File: src/rtl/irq_ctl.sv
// ---------------------------------------------------------------------------
// irq_ctl -- vectored interrupt controller for a 65C02 core.
//
// Takes N_IRQ asynchronous interrupt sources plus one NMI source and turns
// them into the core's IRQ / NMI request lines. Each IRQ channel is maskable
// and can be level- or edge-triggered. Channel 0 has the highest priority.
// The vector address for the requested or serviced channel is driven on
// `vec` so the core can fetch a per-channel handler address.
//
// Ports:
//   clk      CPU clock
//   RST      asynchronous reset, active-low
//   irq_src  raw interrupt requests (async, active-high)
//   nmi_src  raw NMI request (async, rising edge triggers)
//   sel/WE   register window select and write enable
//   A/DI/DO  register address, write data, combinational read data
//   IRQ      interrupt request to core (high while a channel is requested)
//   NMI      NMI request to core, held until nmi_ack
//   irq_ack  one-cycle pulse on IRQ vector fetch
//   nmi_ack  one-cycle pulse on NMI vector fetch
//   vec      vector address: VEC_BASE + 2*channel
//
// Register map (A):
//   0 MASK  RW, 1 = channel enabled
//   1 PEND  read pending; write-1-clears edge-mode bits
//   2 MODE  RW, 1 = edge-triggered
//   3 CUR   read {valid, 4'b0, idx}; any write is end-of-interrupt
// Bits at or above N_IRQ read 0 and ignore writes.
// ---------------------------------------------------------------------------
`timescale 1ns/1ps

module irq_ctl #(
    parameter int          N_IRQ    = 8,
    parameter logic [15:0] VEC_BASE = 16'hFFC0
) (
    input  logic             clk,
    input  logic             RST,
    input  logic [N_IRQ-1:0] irq_src,
    input  logic             nmi_src,
    input  logic             sel,
    input  logic             WE,
    input  logic [1:0]       A,
    input  logic [7:0]       DI,
    output logic [7:0]       DO,
    output logic             IRQ,
    output logic             NMI,
    input  logic             irq_ack,
    input  logic             nmi_ack,
    output logic [15:0]      vec
);

    typedef enum logic [1:0] {
        IDLE = 2'd0,
        REQ  = 2'd1,
        SVC  = 2'd2
    } state_t;

    localparam logic [1:0] ADDR_MASK = 2'd0;
    localparam logic [1:0] ADDR_PEND = 2'd1;
    localparam logic [1:0] ADDR_MODE = 2'd2;
    localparam logic [1:0] ADDR_CUR  = 2'd3;

    // ------------------------------------------------------------------
    // Synchronisers. s3 keeps the previous s2 so edges are detected on
    // already-synchronised data.
    // ------------------------------------------------------------------
    logic [N_IRQ-1:0] irq_s1, irq_s2, irq_s3;
    logic             nmi_s1, nmi_s2, nmi_s3;

    always_ff @(posedge clk or negedge RST) begin
        if (!RST) begin
            irq_s1 <= '0;
            irq_s2 <= '0;
            irq_s3 <= '0;
            nmi_s1 <= 1'b0;
            nmi_s2 <= 1'b0;
            nmi_s3 <= 1'b0;
        end else begin
            irq_s1 <= irq_src;
            irq_s2 <= irq_s1;
            irq_s3 <= irq_s2;
            nmi_s1 <= nmi_src;
            nmi_s2 <= nmi_s1;
            nmi_s3 <= nmi_s2;
        end
    end

    // ------------------------------------------------------------------
    // Register window decode
    // ------------------------------------------------------------------
    logic wr_en, wr_mask, wr_pend, wr_mode, eoi;

    always_comb begin
        wr_en   = sel & WE;
        wr_mask = wr_en & (A == ADDR_MASK);
        wr_pend = wr_en & (A == ADDR_PEND);
        wr_mode = wr_en & (A == ADDR_MODE);
        eoi     = wr_en & (A == ADDR_CUR);
    end

    logic [N_IRQ-1:0] mask, mode;

    always_ff @(posedge clk or negedge RST) begin
        if (!RST) begin
            mask <= '0;
            mode <= '0;
        end else begin
            if (wr_mask) mask <= DI[N_IRQ-1:0];
            if (wr_mode) mode <= DI[N_IRQ-1:0];
        end
    end

    // ------------------------------------------------------------------
    // Request arbitration
    // ------------------------------------------------------------------
    state_t           state, state_nxt;
    logic [N_IRQ-1:0] edge_pend, edge_set, eff_req, active;
    logic [N_IRQ-1:0] ack_clr, pend_clr, pend_nxt;
    logic             any_active, take_ack;
    logic [2:0]       winner;

    // Level channels see the synchronised line directly; edge channels see
    // their latched pending bit. PEND reads back exactly this view.
    always_comb begin
        edge_set   = irq_s2 & ~irq_s3 & mode;
        eff_req    = (mode & edge_pend) | (~mode & irq_s2);
        active     = eff_req & mask;
        any_active = |active;
    end

    // Lowest set index wins; scanning downward lets the lowest overwrite.
    always_comb begin
        winner = 3'd0;
        for (int i = N_IRQ - 1; i >= 0; i--) begin
            if (active[i]) winner = 3'(i);
        end
    end

    // Acknowledge only counts while a request is actually on the line; an
    // ack that races a dropped level source leaves nothing to service.
    always_comb begin
        take_ack = (state == REQ) & irq_ack & any_active;
        for (int i = 0; i < N_IRQ; i++) begin
            ack_clr[i] = take_ack & (winner == 3'(i));
        end
    end

    // Set beats clear. Bits of level channels are held at zero so a channel
    // switched back to edge mode never inherits a stale request.
    always_comb begin
        pend_clr = ack_clr;
        if (wr_pend) pend_clr = pend_clr | DI[N_IRQ-1:0];
        pend_nxt = mode & (edge_set | (edge_pend & ~pend_clr));
    end

    always_ff @(posedge clk or negedge RST) begin
        if (!RST) edge_pend <= '0;
        else      edge_pend <= pend_nxt;
    end

    // ------------------------------------------------------------------
    // IRQ FSM
    // ------------------------------------------------------------------
    always_ff @(posedge clk or negedge RST) begin
        if (!RST) state <= IDLE;
        else      state <= state_nxt;
    end

    always_comb begin
        state_nxt = state;
        IRQ       = 1'b0;
        case (state)
            IDLE: begin
                if (any_active) state_nxt = REQ;
            end
            REQ: begin
                IRQ = 1'b1;
                if (!any_active)  state_nxt = IDLE;
                else if (irq_ack) state_nxt = SVC;
            end
            SVC: begin
                if (eoi) state_nxt = IDLE;
            end
            default: state_nxt = IDLE;
        endcase
    end

    // Channel in service. Captured on the accepted ack, cleared on EOI.
    logic       cur_valid;
    logic [2:0] cur_idx;

    always_ff @(posedge clk or negedge RST) begin
        if (!RST) begin
            cur_valid <= 1'b0;
            cur_idx   <= 3'd0;
        end else if (take_ack) begin
            cur_valid <= 1'b1;
            cur_idx   <= winner;
        end else if ((state == SVC) && eoi) begin
            cur_valid <= 1'b0;
            cur_idx   <= 3'd0;
        end
    end

    // Vector tracks the live winner until service starts, then freezes on
    // the serviced channel so later arrivals cannot redirect the fetch.
    logic [2:0] vec_idx;

    always_comb begin
        vec_idx = (state == SVC) ? cur_idx : winner;
        vec     = VEC_BASE + {12'd0, vec_idx, 1'b0};
    end

    // ------------------------------------------------------------------
    // NMI latch: a fresh edge wins over a simultaneous acknowledge, and
    // edges while NMI is already up merge into the outstanding request.
    // ------------------------------------------------------------------
    logic nmi_q, nmi_edge;

    always_comb nmi_edge = nmi_s2 & ~nmi_s3;

    always_ff @(posedge clk or negedge RST) begin
        if (!RST) nmi_q <= 1'b0;
        else      nmi_q <= nmi_edge | (nmi_q & ~nmi_ack);
    end

    assign NMI = nmi_q;

    // ------------------------------------------------------------------
    // Read mux (zero-extended so unimplemented channels read 0)
    // ------------------------------------------------------------------
    always_comb begin
        DO = 8'h00;
        case (A)
            ADDR_MASK: DO = 8'(mask);
            ADDR_PEND: DO = 8'(eff_req);
            ADDR_MODE: DO = 8'(mode);
            ADDR_CUR:  DO = {cur_valid, 4'b0000, cur_idx};
            default:   DO = 8'h00;
        endcase
    end

endmodule

File: config.mk
export PLATFORM = sky130hd
export DESIGN_NAME = irq_ctl
export DESIGN_NICKNAME = d
export VERILOG_FILES = /design/src/rtl/irq_ctl.sv
export SDC_FILE = /design/constraint.sdc
export NUM_CORES = 1
export LEC_CHECK = 0
export ABC_AREA = 0
export CAP_MARGIN = 0
export CELL_PAD_IN_SITES_DETAIL_PLACEMENT = 0
export CELL_PAD_IN_SITES_GLOBAL_PLACEMENT = 1
export CORE_MARGIN = 3
export CORE_UTILIZATION = 25
export DETAILED_ROUTE_END_ITERATION = 10
export PLACE_DENSITY = 0.53
export SYNTH_ARGS = -nofsm -noshare
export SYNTH_HDL_FRONTEND = slang
export SYNTH_SLANG_ARGS = --single-unit
File: constraint.sdc
create_clock -name clk -period 1.65 [get_ports clk]
set_input_delay 0.33 -clock clk [delete_from_list [all_inputs] [get_ports clk]]
set_output_delay 0.33 -clock clk [all_outputs]
set_load 0.03 [all_outputs]
# Word-level counts from Yosys, hierarchy flattened

Cells that the tools add are included.
Widths: inputs -> output; s select.

Flip-flop bits (word level): 58
Input bits: 25
Output and inout bits: 26
Word-level logic and storage cells: 90

$add $sub $neg: 1
Eq/ne operators: 15
Mux-type cells: 21
Bitwise operators: 33
Reduce and logical (&&, ||, !) cells: 7

Operators with widths:

| kind                | number |
|---|---|
| $and 8x8->8         | 7 |
| $mux 3              | 11 |
| $pmux 8 s4          | 1 |
| $not 8->8           | 3 |
| $or 8x8->8          | 3 |
| $and 1x1->1         | 17 |
| $eq 3x3->1 const B  | 4 |
| $add 7x5->8 const A | 1 |
| $mux 2              | 4 |
| $mux 8              | 1 |
| $reduce_or 8->1     | 1 |
| $eq 2x2->1 const B  | 3 |
| $eq 3x2->1 const B  | 2 |
| $pmux 2 s3          | 1 |
| $eq 2x1->1 const B  | 2 |
| $logic_not 2->1     | 2 |
| $ne 2x2->1 const B  | 2 |
| $eq 3x1->1 const B  | 1 |
| $logic_not 3->1     | 1 |
| $mux 1              | 3 |
| $ne 3x3->1 const B  | 1 |
| $reduce_and 3->1    | 1 |
| $not 1->1           | 2 |
| $reduce_bool 2->1   | 1 |
| other kinds (2)     | 2 |

# Logic depth before layout (Yosys ltp)

Word-level depth: 20
Mapped depth: 7
Gate-level depth less buffers: 5

# Worst setup path after synthesis

No wires, ideal clock.

Path kind: flip-flop to output port
From: register mode[2]
To: output vec[1]
Data arrival time: 1.891 ns
Data required time: 1.320 ns
Path slack: -0.571 ns
Cell stages (with the launch flop): 5
Path buffers: 0
Cell sequence: dfrtp_1 > mux2_4 > a221oi_2 > o21ai_1 > o21ai_0

Cells in the longest elaborated chain, start to end: 9
Elaborated cells between the ends (all ways): 10
Those cells by class: add/sub: 1; mux: 4; bitwise: 5

Ends and longest elaborated chain:

| what                    | RTL line | source |
|---|---|---|
| from (decl)             | 101      | `logic [N_IRQ-1:0] mask, mode;` |
| from (signal assigned)  | 109      | `if (wr_mode) mode <= DI[N_IRQ-1:0];` |
| $not 8->8               | 126      | `eff_req = (mode & edge_pend) \| (~mode & irq_s2);` |
| $and 8x8->8             | 126      |  |
| $or 8x8->8 (*)          | 126      |  |
| $and 8x8->8 (*)         | 127      | `active = eff_req & mask;` |
| $mux 3 (*) (3 in a row) | 135      | `if (active[i]) winner = 3'(i);` |
| $mux 3 (*)              | 210      | `vec_idx = (state == SVC) ? cur_idx : winner;` |
| $add 7x5->8 (*)         | 211      | `vec = VEC_BASE + {12'd0, vec_idx, 1'b0};` |
| to (decl)               | 49       | `output logic [15:0] vec` |

Mark *: on every way between the ends. The rest lies on a longest branch, timed or not.

# Worst setup path after layout

From: register mode[6]
To: output vec[2]

Cells in the longest elaborated chain, start to end: 13
Elaborated cells between the ends (all ways): 14
Those cells by class: add/sub: 1; mux: 8; bitwise: 5

Ends and longest elaborated chain:

| what                    | RTL line |
|---|---|
| $not 8->8               | 126 |
| $and 8x8->8             | 126 |
| $or 8x8->8 (*)          | 126 |
| $and 8x8->8 (*)         | 127 |
| $mux 3 (*) (7 in a row) | 135 |
| $mux 3 (*)              | 210 |
| $add 7x5->8 (*)         | 211 |

Marks and branches as above.

==> impl_metrics.ini <==
[run_status]
status = finished, violations left
failed_checks = setup timing

[synth]
syn_area_mm2 = 0.002673
ys_seq_area_share_pct = 54.31
yosys_warnings = 0
netlist_instances = 226
synth_edf_count = 0
synth_seq_cells = 58
synth-async-reset-ratio_pct = 100.0
synth_ff_type = dfrtp_1
ys_types = 45
syn_area_per_cell_um2 = 11.83

[worst_hold_path]
hp-class = reg2reg
hold_end = irq_s2[0]
worstHoldStart = irq_s1[0]
hold_depth = 0

[global_routing]
grt_use_total_pct = 12.54
grt_pass1_vias = 2107
grt_pass1_wl_mm = 11.14
grt_start_max_net_pins = 59
grt_overflow = 0
antenna_found_initial = 0

[floorplanning]
dieArea_mm2 = 0.01197
die_x_um = 109.4
placeableCoreArea_mm2 = 0.01037
rows = 37
start_util_pct = 25.77
io_pins = 51
fp.dieH_um = 109.4

[clock_network]
root_buffer = clkbuf_8
clock_latency_ps = 350
clock_sinks = 58
htreeDepth = 3
cts_buffers = 9
clk_pin_slew_ps = 70
cts_buffer_depth = 2
cts_tree = built

[power]
finalPower_mw = 5.425
p_leak_nw = 1.891
peakVddDrop_mv = 0.4931
power_density_mw_per_mm2 = 1263

[finish]
finish.utilization_pct = 41.43
layout.nets = 369
antennaDiodeCount = 0
final_area_mm2 = 0.004297
syn2layout_area_growth_pct = 60.77
fin_cells = 485
drive_gt1_share_pct = 51.86

[sta]
grt_setup_unrepaired = true
max_freq_ghz = 0.4469
fin_hold_ws_ps = 339.4
fin_crit_sh_pct = 135.6
drv_slew = 0
hold_viol = 0
fin_tns_setup_ps = -5725
min_period_ps = 2238
layout_setup_ws_ps = -587.8
setup_violations = 21
fin_skew_ps = 12.04

[place]
hpwl_mm = 4.970
dpl_cell_area_mm2 = 0.003697
place_inst = 451
dp_slack_ps = -686.4
gp_congestion = 0.7639
portBuffers = 37

[setup_path]
worst_path_most_repeated_cell = o21ai_4
reg2reg_depth = 8
cpPeakStageDelay_ps = 370
startpoint_type = flip-flop
crit_chain = mux2i_2, buf_4, a2bb2oi_2, and2b_2, o21ai_4, o21ai_4, buf_6
regToRegSetupSlack_ps = -330
r2r-end = edge_pend[6]
cp-end-kind = output pin
arrival_ps = 1910
r2r_start = mode[0]
path_class = reg2out
required_ps = 1320
cp_slowest_cell = dfrtp_1
crit_path_max_fanout = 2

[routing]
wl_mm = 6.887
vias = 2069
wl_per_cell_um = 14.20
dr_wl_met3_um = 247
met2_length_mm = 3.286
dr.pass1.iters = 4
viasPerCell = 4.266
top_layer = met4
ant_nets = 0
drt-met1-wl_mm = 3.226
drc = 0
drtIter0Drc = 40

[flow_run]
drv_cap = 0
## what timing repair did
action,4_1_cts,5_1_grt
pin swaps,13,21
gates resized for setup,56,39
endpoints found under the hold margin,46,0
buffers inserted,6,13
endpoints found under the setup margin,39,24
hold buffers,1,0
## layer usage
metal	global-route usage, %	vias up
met4	5.076	0
met5	0	-
li1	-	1022
met1	17.16	1001
met2	18.88	36
met3	3.230	10
## logic make-up after synthesis
family	share of synthesized area, %
buf+inv	5.898
mux	14.19
other cells	0.2810
flops	54.31
compound gates	13.95
simple gates	11.38
## final cells by class
type                       instances  area, um^2
multi-input combinational        151        1394
sequential                        58        1453
fill                            1029        6073
inverter                          11       51.30
timing repair buffer             113        1057
clock inverter                     5       30.03
tap                              136       170.2
clock buffer                      11       141.4
## where the power goes
part / switching (mW) / internal (mW) / leakage, nW
sequential: 0.189 / 1.64 / 0.695
combinational: 1.13 / 1.30 / 1.11
clock: 0.582 / 0.577 / 0.0851
## critical path, delay by kind of cell, from the launching register on
family	cells	cell delay, ps
AOI/OAI and AO/OA	3	390
buffers and inverters	2	280
DFF	1	370
muxes	1	260
and+or+nand+nor	1	260
## registers in the layout (all words and copies together), names as in the netlist
| name | flops |
|---|---|
| cur_idx | 3 |
| state | 2 |
| irq_s2 | 8 |
| edge_pend | 8 |
| nmi_s2 | 1 |
| mask | 8 |
| mode | 8 |
| NMI | 1 |
| irq_s3 | 8 |
| nmi_s1 | 1 |
| nmi_s3 | 1 |
| cur_valid | 1 |
| irq_s1 | 8 |
## cells in the mapped netlist (3+ instances only)
| master | number | area, um^2 |
|---|---|---|
| a21oi_1 | 11 | 55.05 |
| a31oi_1 | 7 | 43.79 |
| and2_1 | 3 | 18.77 |
| buf_2 | 3 | 15.01 |
| buf_4 | 13 | 97.59 |
| dfrtp_1 | 58 | 1451 |
| inv_1 | 11 | 41.29 |
| mux2_2 | 17 | 191.4 |
| mux2_4 | 4 | 60.06 |
| mux2i_1 | 3 | 30.03 |
| nand2_1 | 25 | 93.84 |
| nand3_1 | 4 | 20.02 |
| nor2_1 | 6 | 22.52 |
| nor2b_1 | 7 | 43.79 |
| o21ai_0 | 8 | 40.04 |
| o22ai_1 | 5 | 31.28 |
## how the worst max path moves through the flow
stage / startpoint / cells past startpoint / slack, ps / to
2_1_floorplan: mode[2] / 4 / -120 / vec[1]
3_3_place_gp: A[0] / 3 / -700 / DO[0]
3_5_place_dp: A[0] / 3 / -690 / DO[0]
4_1_cts: mode[6] / 6 / -650 / vec[1]
5_1_grt: mode[6] / 6 / -680 / vec[1]
6_report: mode[6] / 7 / -590 / vec[2]
## layout by cell type, fill, tap and decap left out, drive strengths merged, types with 2 or more instances in the layout
cell	instances
buf	88
dfrtp	58
nand2	25
clkdlybuf4s50	21
mux2	21
conb	13
clkbuf	12
a21oi	11
inv	11
o21ai	9
nor2b	7
a31oi	7
nor2	6
o22ai	5
nand3	5
a22oi	5
mux4	4
clkinv	3
and2	3
a221oi	3
mux2i	3
a2bb2oi	2
o211ai	2
o31ai	2
nand4	2
a21o	2
clkinvlp	2
or3b	2
or2	2
No activity file was read; power rests on OpenSTA's default activity.
==> variant 1, RTL diff (config.mk and constraints unchanged) <==
Encoding of `state_t`: now one-hot (3 bits for 3 states).
--- a/src/rtl/irq_ctl.sv
+++ b/src/rtl/irq_ctl.sv
@@ -49,10 +49,10 @@
     output logic [15:0]      vec
 );
 
-    typedef enum logic [1:0] {
-        IDLE = 2'd0,
-        REQ  = 2'd1,
-        SVC  = 2'd2
+    typedef enum logic [2:0] {
+        IDLE = 3'b001,
+        REQ  = 3'b010,
+        SVC  = 3'b100
     } state_t;
 
     localparam logic [1:0] ADDR_MASK = 2'd0;
Behaviour: no difference found for any inputs over 4 cycles, from zero or initial values and one cycle with RST low; so few cycles prove little.
==> variant 1 against the original RTL <==
The run still ends with negative setup slack left. Highest routed layer unchanged. Final cell count is 2.7% higher. Cell area is 4.1% higher. Critical path type unchanged. Setup slack better by 0.0031 ns. Area after synthesis is 2.0% higher. Critical endpoint unchanged. Power is 12% higher. Wire length is 5.4% higher. Sequential cell count is 1 higher. Clock power is 57% higher.
==> variant 1: results (changes against the original RTL) <==
status=finished, violations left (unchanged); failing checks=negative setup slack (unchanged); Post-Route WL=7.26 mm (was 6.89 mm); vias in the first global route=2373 (was 2107); VDD IR max=0.000613 V (was 0.000493 V); max incr delay on CP=0.39 ns (was 0.37 ns); synth cell count leaders=dfrtp_1 (58), nand2_1 (31), mux2_2 (18) (was dfrtp_1 (58), nand2_1 (25), mux2_2 (17)); Crit. Startpoint=mode[1]$_DFFE_PN0P_ (was mode[6]$_DFFE_PN0P_); worst clock skew=0.0151 ns (was 0.0120 ns); CP Max Fanout=3 (was 2); layout net count=382 (was 369); gr usage total=12.6% (was 12.5%); Seq/Total Area, Yosys=54.2% (was 54.3%); Vias=2189 (was 2069); largest net degree at the start of global routing=60 (was 59); met2 usage=20.8% (was 18.9%); top cells by area in the synthesized netlist=dfrtp_1 (53%), mux2_2 (7.4%), nand2_1 (4.3%) (was dfrtp_1 (54%), mux2_2 (7.2%), buf_4 (3.7%)); initial drt markers=56 (was 40); setup TNS=-4.89 ns (was -5.73 ns); GPL Wtd Cong=0.748 (was 0.764); Reg2Reg Depth=7 (was 8); capture point of the worst reg-to-reg path=edge_pend[3]$_DFF_PN0_ (was edge_pend[6]$_DFF_PN0_); met1 usage=15.3% (was 17.2%); Final setup violation count=24 (was 21); reg-to-reg slack, setup=-0.17 ns (was -0.33 ns); Compound-Gate Fraction of Synth Area=12.8% (was 14.0%); DP Worst Slack=-0.681 ns (was -0.686 ns); Filler cells=1021 (was 1029); Yosys cell types=48 (was 45); XOR/XNOR share of the synthesized area=0.321% (was 0%); DP HPWL=5.20 mm (was 4.97 mm); final worst slack=-0.585 ns (was -0.588 ns); Pleak=0.00201 µW (was 0.00189 µW); Data arrival, critical path=1.90 ns; layout cells sized above 1=51.9% (about the same); CP endpoint=vec[2] (unchanged); global-route wire length before repair=12.1 mm (was 11.1 mm); met3 Resource Use GR=4.05% (was 3.23%)
variant 1: cell count changes in the layout (fill, tap and decap cells not counted), moves of 3 or more:
cell	delta
buf_4	+6
nand2_1	+6
a31oi_1	+5
bufinv_16	+4
nor2_4	+4
a31oi_2	-3
clkinv_2	-3
nand2b_4	+3
variant 1: cells by family (layout without fill, tap and decap cells):
| logic type | count (synthesis) | count (layout) |
|---|---|---|
| AND/OR/NAND/NOR | 68 | 68 |
| flip-flops | 59 | 59 |
| AO/OA/AOI/OAI | 48 | 48 |
| multiplexers | 29 | 29 |
| buffers and inverters | 27 | 144 |
| other | 2 | 13 |
| XOR/XNOR | 1 | 1 |
variant 1: how the worst min path moves through the flow:
stage | start | end | slack, ns | cells after the start
CTS | irq_s1[4]$_DFF_PN0_ | irq_s2[4]$_DFF_PN0_ | 0.35 | 0
finish | irq_s1[4]$_DFF_PN0_ | irq_s2[4]$_DFF_PN0_ | 0.35 | 0
global route | irq_s1[3]$_DFF_PN0_ | irq_s2[3]$_DFF_PN0_ | 0.36 | 0
global placement | irq_s1[3]$_DFF_PN0_ | irq_s2[3]$_DFF_PN0_ | 0.33 | 0
floorplan | RST | NMI$_DFF_PN0_ | 0.03 | 0
detailed placement | nmi_s1$_DFF_PN0_ | nmi_s2$_DFF_PN0_ | 0.34 | 0
variant 1: final cells by class:
| class | count | area, µm² | area share (%) |
|---|---|---|---|
| inverters | 11 | 46.3 | 1.04 |
| repair buffers | 117 | 1070 | 24.0 |
| multi-input cells | 159 | 1430 | 32.0 |
| well taps | 136 | 170 | 3.81 |
| clock buffers | 12 | 155 | 3.47 |
| flip-flops and latches | 59 | 1480 | 33.1 |
| clock inverters | 4 | 120 | 2.69 |
variant 1: per-layer routing:
metal | wire [µm] | up-vias | share of wire, %
li1 | - | 1054 | -
met1 | 3240 | 1076 | 45
met2 | 3550 | 47 | 49
met3 | 324 | 12 | 4.5
met4 | 138 | 0 | 1.9
met5 | 0 | - | 0
variant 1: per-stage QoR:
| step | std cells | hold WS, ns | cell area [µm²] | total power [µW] |
|---|---|---|---|---|
| finish | 498 | 0.346 | 4470 | 6070 |
| global route | 498 | 0.359 | 4470 | 6400 |
| CTS | 496 | 0.349 | 4410 | 6070 |
| detailed placement | 460 | 0.336 | 3680 | 3690 |
| global placement | 460 | 0.334 | 3680 | 3680 |
| floorplan | 245 | 0.0344 | 2810 | 2910 |
variant 1: report_power, final:
group          internal [µW]  total (µW)  leakage, µW  switching (µW)
logic                   1280        2370      0.00116            1090
registers               1680        1880     0.000709             201
clock network           1240        1820     0.000137             577
total                   4210        6070      0.00201            1860
variant 1: timing repair:
item,CTS,global route
pin swaps,23,22
hold endpoints to repair,40,0
setup endpoints to repair,35,27
resized for setup,80,22
buffers inserted,24,8
hold buffers,1,0
==> variant 2, RTL diff (same settings) <==
Made on the original files. Change the parameter `N_IRQ` from 8 to 7.
--- a/src/rtl/irq_ctl.sv
+++ b/src/rtl/irq_ctl.sv
@@ -30,7 +30,7 @@
 `timescale 1ns/1ps
 
 module irq_ctl #(
-    parameter int          N_IRQ    = 8,
+    parameter int          N_IRQ    = 7,
     parameter logic [15:0] VEC_BASE = 16'hFFC0
 ) (
     input  logic             clk,
Ports: changed (resized irq_src); port bits go from 51 to 50. The function was not compared with the original's and may differ.
==> variant 2 against the original RTL <==
The run still ends with negative setup slack left. Cell area fell by 13%. Synthesized cell count fell by 7.5%. Setup slack improved by 0.033 ns. Critical path depth fell by 1. Utilization fell by 1.0 points. Power fell by 16%. Global-route usage fell by 0.56 points. Sequential cell count fell by 6. Area after synthesis fell by 11%. First-iteration DRC count rose by 43%. Clock skew barely moved. Wire length fell by 8.4%. Critical path type unchanged. Largest cell class unchanged. Highest routed layer unchanged.
==> variant 2: results (changes against the original RTL) <==
status=finished, violations left (unchanged); failing checks=negative setup slack (unchanged); global-route wire length before repair=10.3 mm (was 11.1 mm); initial drt markers=57 (was 40); Pleak=0.00167 µW (was 0.00189 µW); H-Tree Depth=2 (was 3); DP HPWL=4.63 mm (was 4.97 mm); vias in the first global route=1964 (was 2107); VDD IR max=0.000445 V (was 0.000493 V); Vias=1877 (was 2069); layout net count=332 (was 369); Detailed Routing Iterations Pass 1=6 (was 4); Seq/Total Area, Yosys=54.4% (was 54.3%); final worst slack=-0.555 ns (was -0.588 ns); clock latency on the worst-skew pair=0.31 ns (was 0.35 ns); worst clock skew=0.0122 ns (was 0.0120 ns); setup TNS=-4.30 ns (was -5.73 ns); GPL Wtd Cong=0.772 (was 0.764); CTS buffer count=5 (was 9); top cells by area in the synthesized netlist=dfrtp_1 (54%), mux2_2 (7.5%), buf_4 (4.1%) (was dfrtp_1 (54%), mux2_2 (7.2%), buf_4 (3.7%)); Sw Ratio=34.2% (was 35.1%); Clock power frac=20.3% (was 21.4%); Final setup violation count=19 (was 21); largest net degree at the start of global routing=19 (was 59); layout cells sized above 1=46.0% (was 51.9%); Yosys cell types=42 (was 45)
==> variant 2: cell types whose count changed after synthesis, moves of 3 or more <==
cell	before	now
dfrtp_1	58	52
clkbuf_1	0	3
mux2_4	4	1
nand2_1	25	22
nand2b_1	1	4
nor2_1	6	3
o2bb2ai_1	1	4
==> variant 2: final timing paths <==
| path | cells past startpoint | to | startpoint | slack [ns] |
|---|---|---|---|---|
| min reg2reg | 0 | irq_s2[0]$_DFF_PN0_ | irq_s1[0]$_DFF_PN0_ | 0.36 |
| max in group asynchronous | 3 | cur_valid$_DFFE_PN0P_ | RST | 0.61 |
| min in group asynchronous | 2 | cur_idx[1]$_DFFE_PN0P_ | RST | 0.48 |
| max | 6 | vec[1] | mode[4]$_DFFE_PN0P_ | -0.56 |
| max reg2reg | 7 | cur_idx[0]$_DFFE_PN0P_ | mode[4]$_DFFE_PN0P_ | -0.22 |
| min | 0 | irq_s2[0]$_DFF_PN0_ | irq_s1[0]$_DFF_PN0_ | 0.36 |
==> variant 2: cells by family after synthesis <==
family                 after synthesis  share of synthesized area (%)
AO/OA/AOI/OAI                       52                           15.3
buffers and inverters               30                           6.80
flip-flops                          52                           54.4
multiplexers                        24                           12.7
other                                2                          0.314
AND/OR/NAND/NOR                     49                           10.5
==> variant 2: repair_timing <==
item	in CTS	in global routing
pin swaps	20	10
endpoints found under the hold margin	12	0
hold buffers	1	0
setup endpoints to repair	23	22
gates resized for setup	49	20
setup buffers	6	4
==> variant 2: metrics by stage <==
| step | total power (µW) | instance area (µm²) | utilization (%) | worst slack [ns] | instances |
|---|---|---|---|---|---|
| floorplan | 2570 | 2500 | - | -0.255 | 220 |
| global placement | 3280 | 3300 | 35.6 | -0.474 | 422 |
| detailed placement | 3270 | 3300 | 35.6 | -0.458 | 422 |
| CTS | 4470 | 3640 | 39.2 | -0.550 | 435 |
| global route | 4800 | 3750 | 40.4 | -0.647 | 438 |
| finish | 4550 | 3750 | 40.4 | -0.555 | 438 |
==> variant 2: layer usage <==
| metal | vias up | share of wire (%) | GRT usage [%] |
|---|---|---|---|
| li1 | 924 | - | - |
| met1 | 917 | 47 | 16.0 |
| met2 | 31 | 48 | 20.1 |
| met3 | 5 | 4.0 | 2.55 |
| met4 | 0 | 1.0 | 2.56 |
| met5 | - | 0 | 0 |
==> variant 2: layout make-up <==
class,instances,area [µm²]
fill,924,5530
sequential,52,1300
multi-input combinational,138,1220
timing repair buffer,98,897
tap,129,161
clock buffer,6,82.6
inverter,13,53.8
clock inverter,2,38.8
==> variant 2: worst max-delay path: stages, from the launching register on <==
cell      delay [ns]
dfrtp_1         0.40
mux2_4          0.33
a221oi_4        0.28
buf_6           0.14
o221ai_4        0.11
o21ai_2         0.17
buf_6           0.14
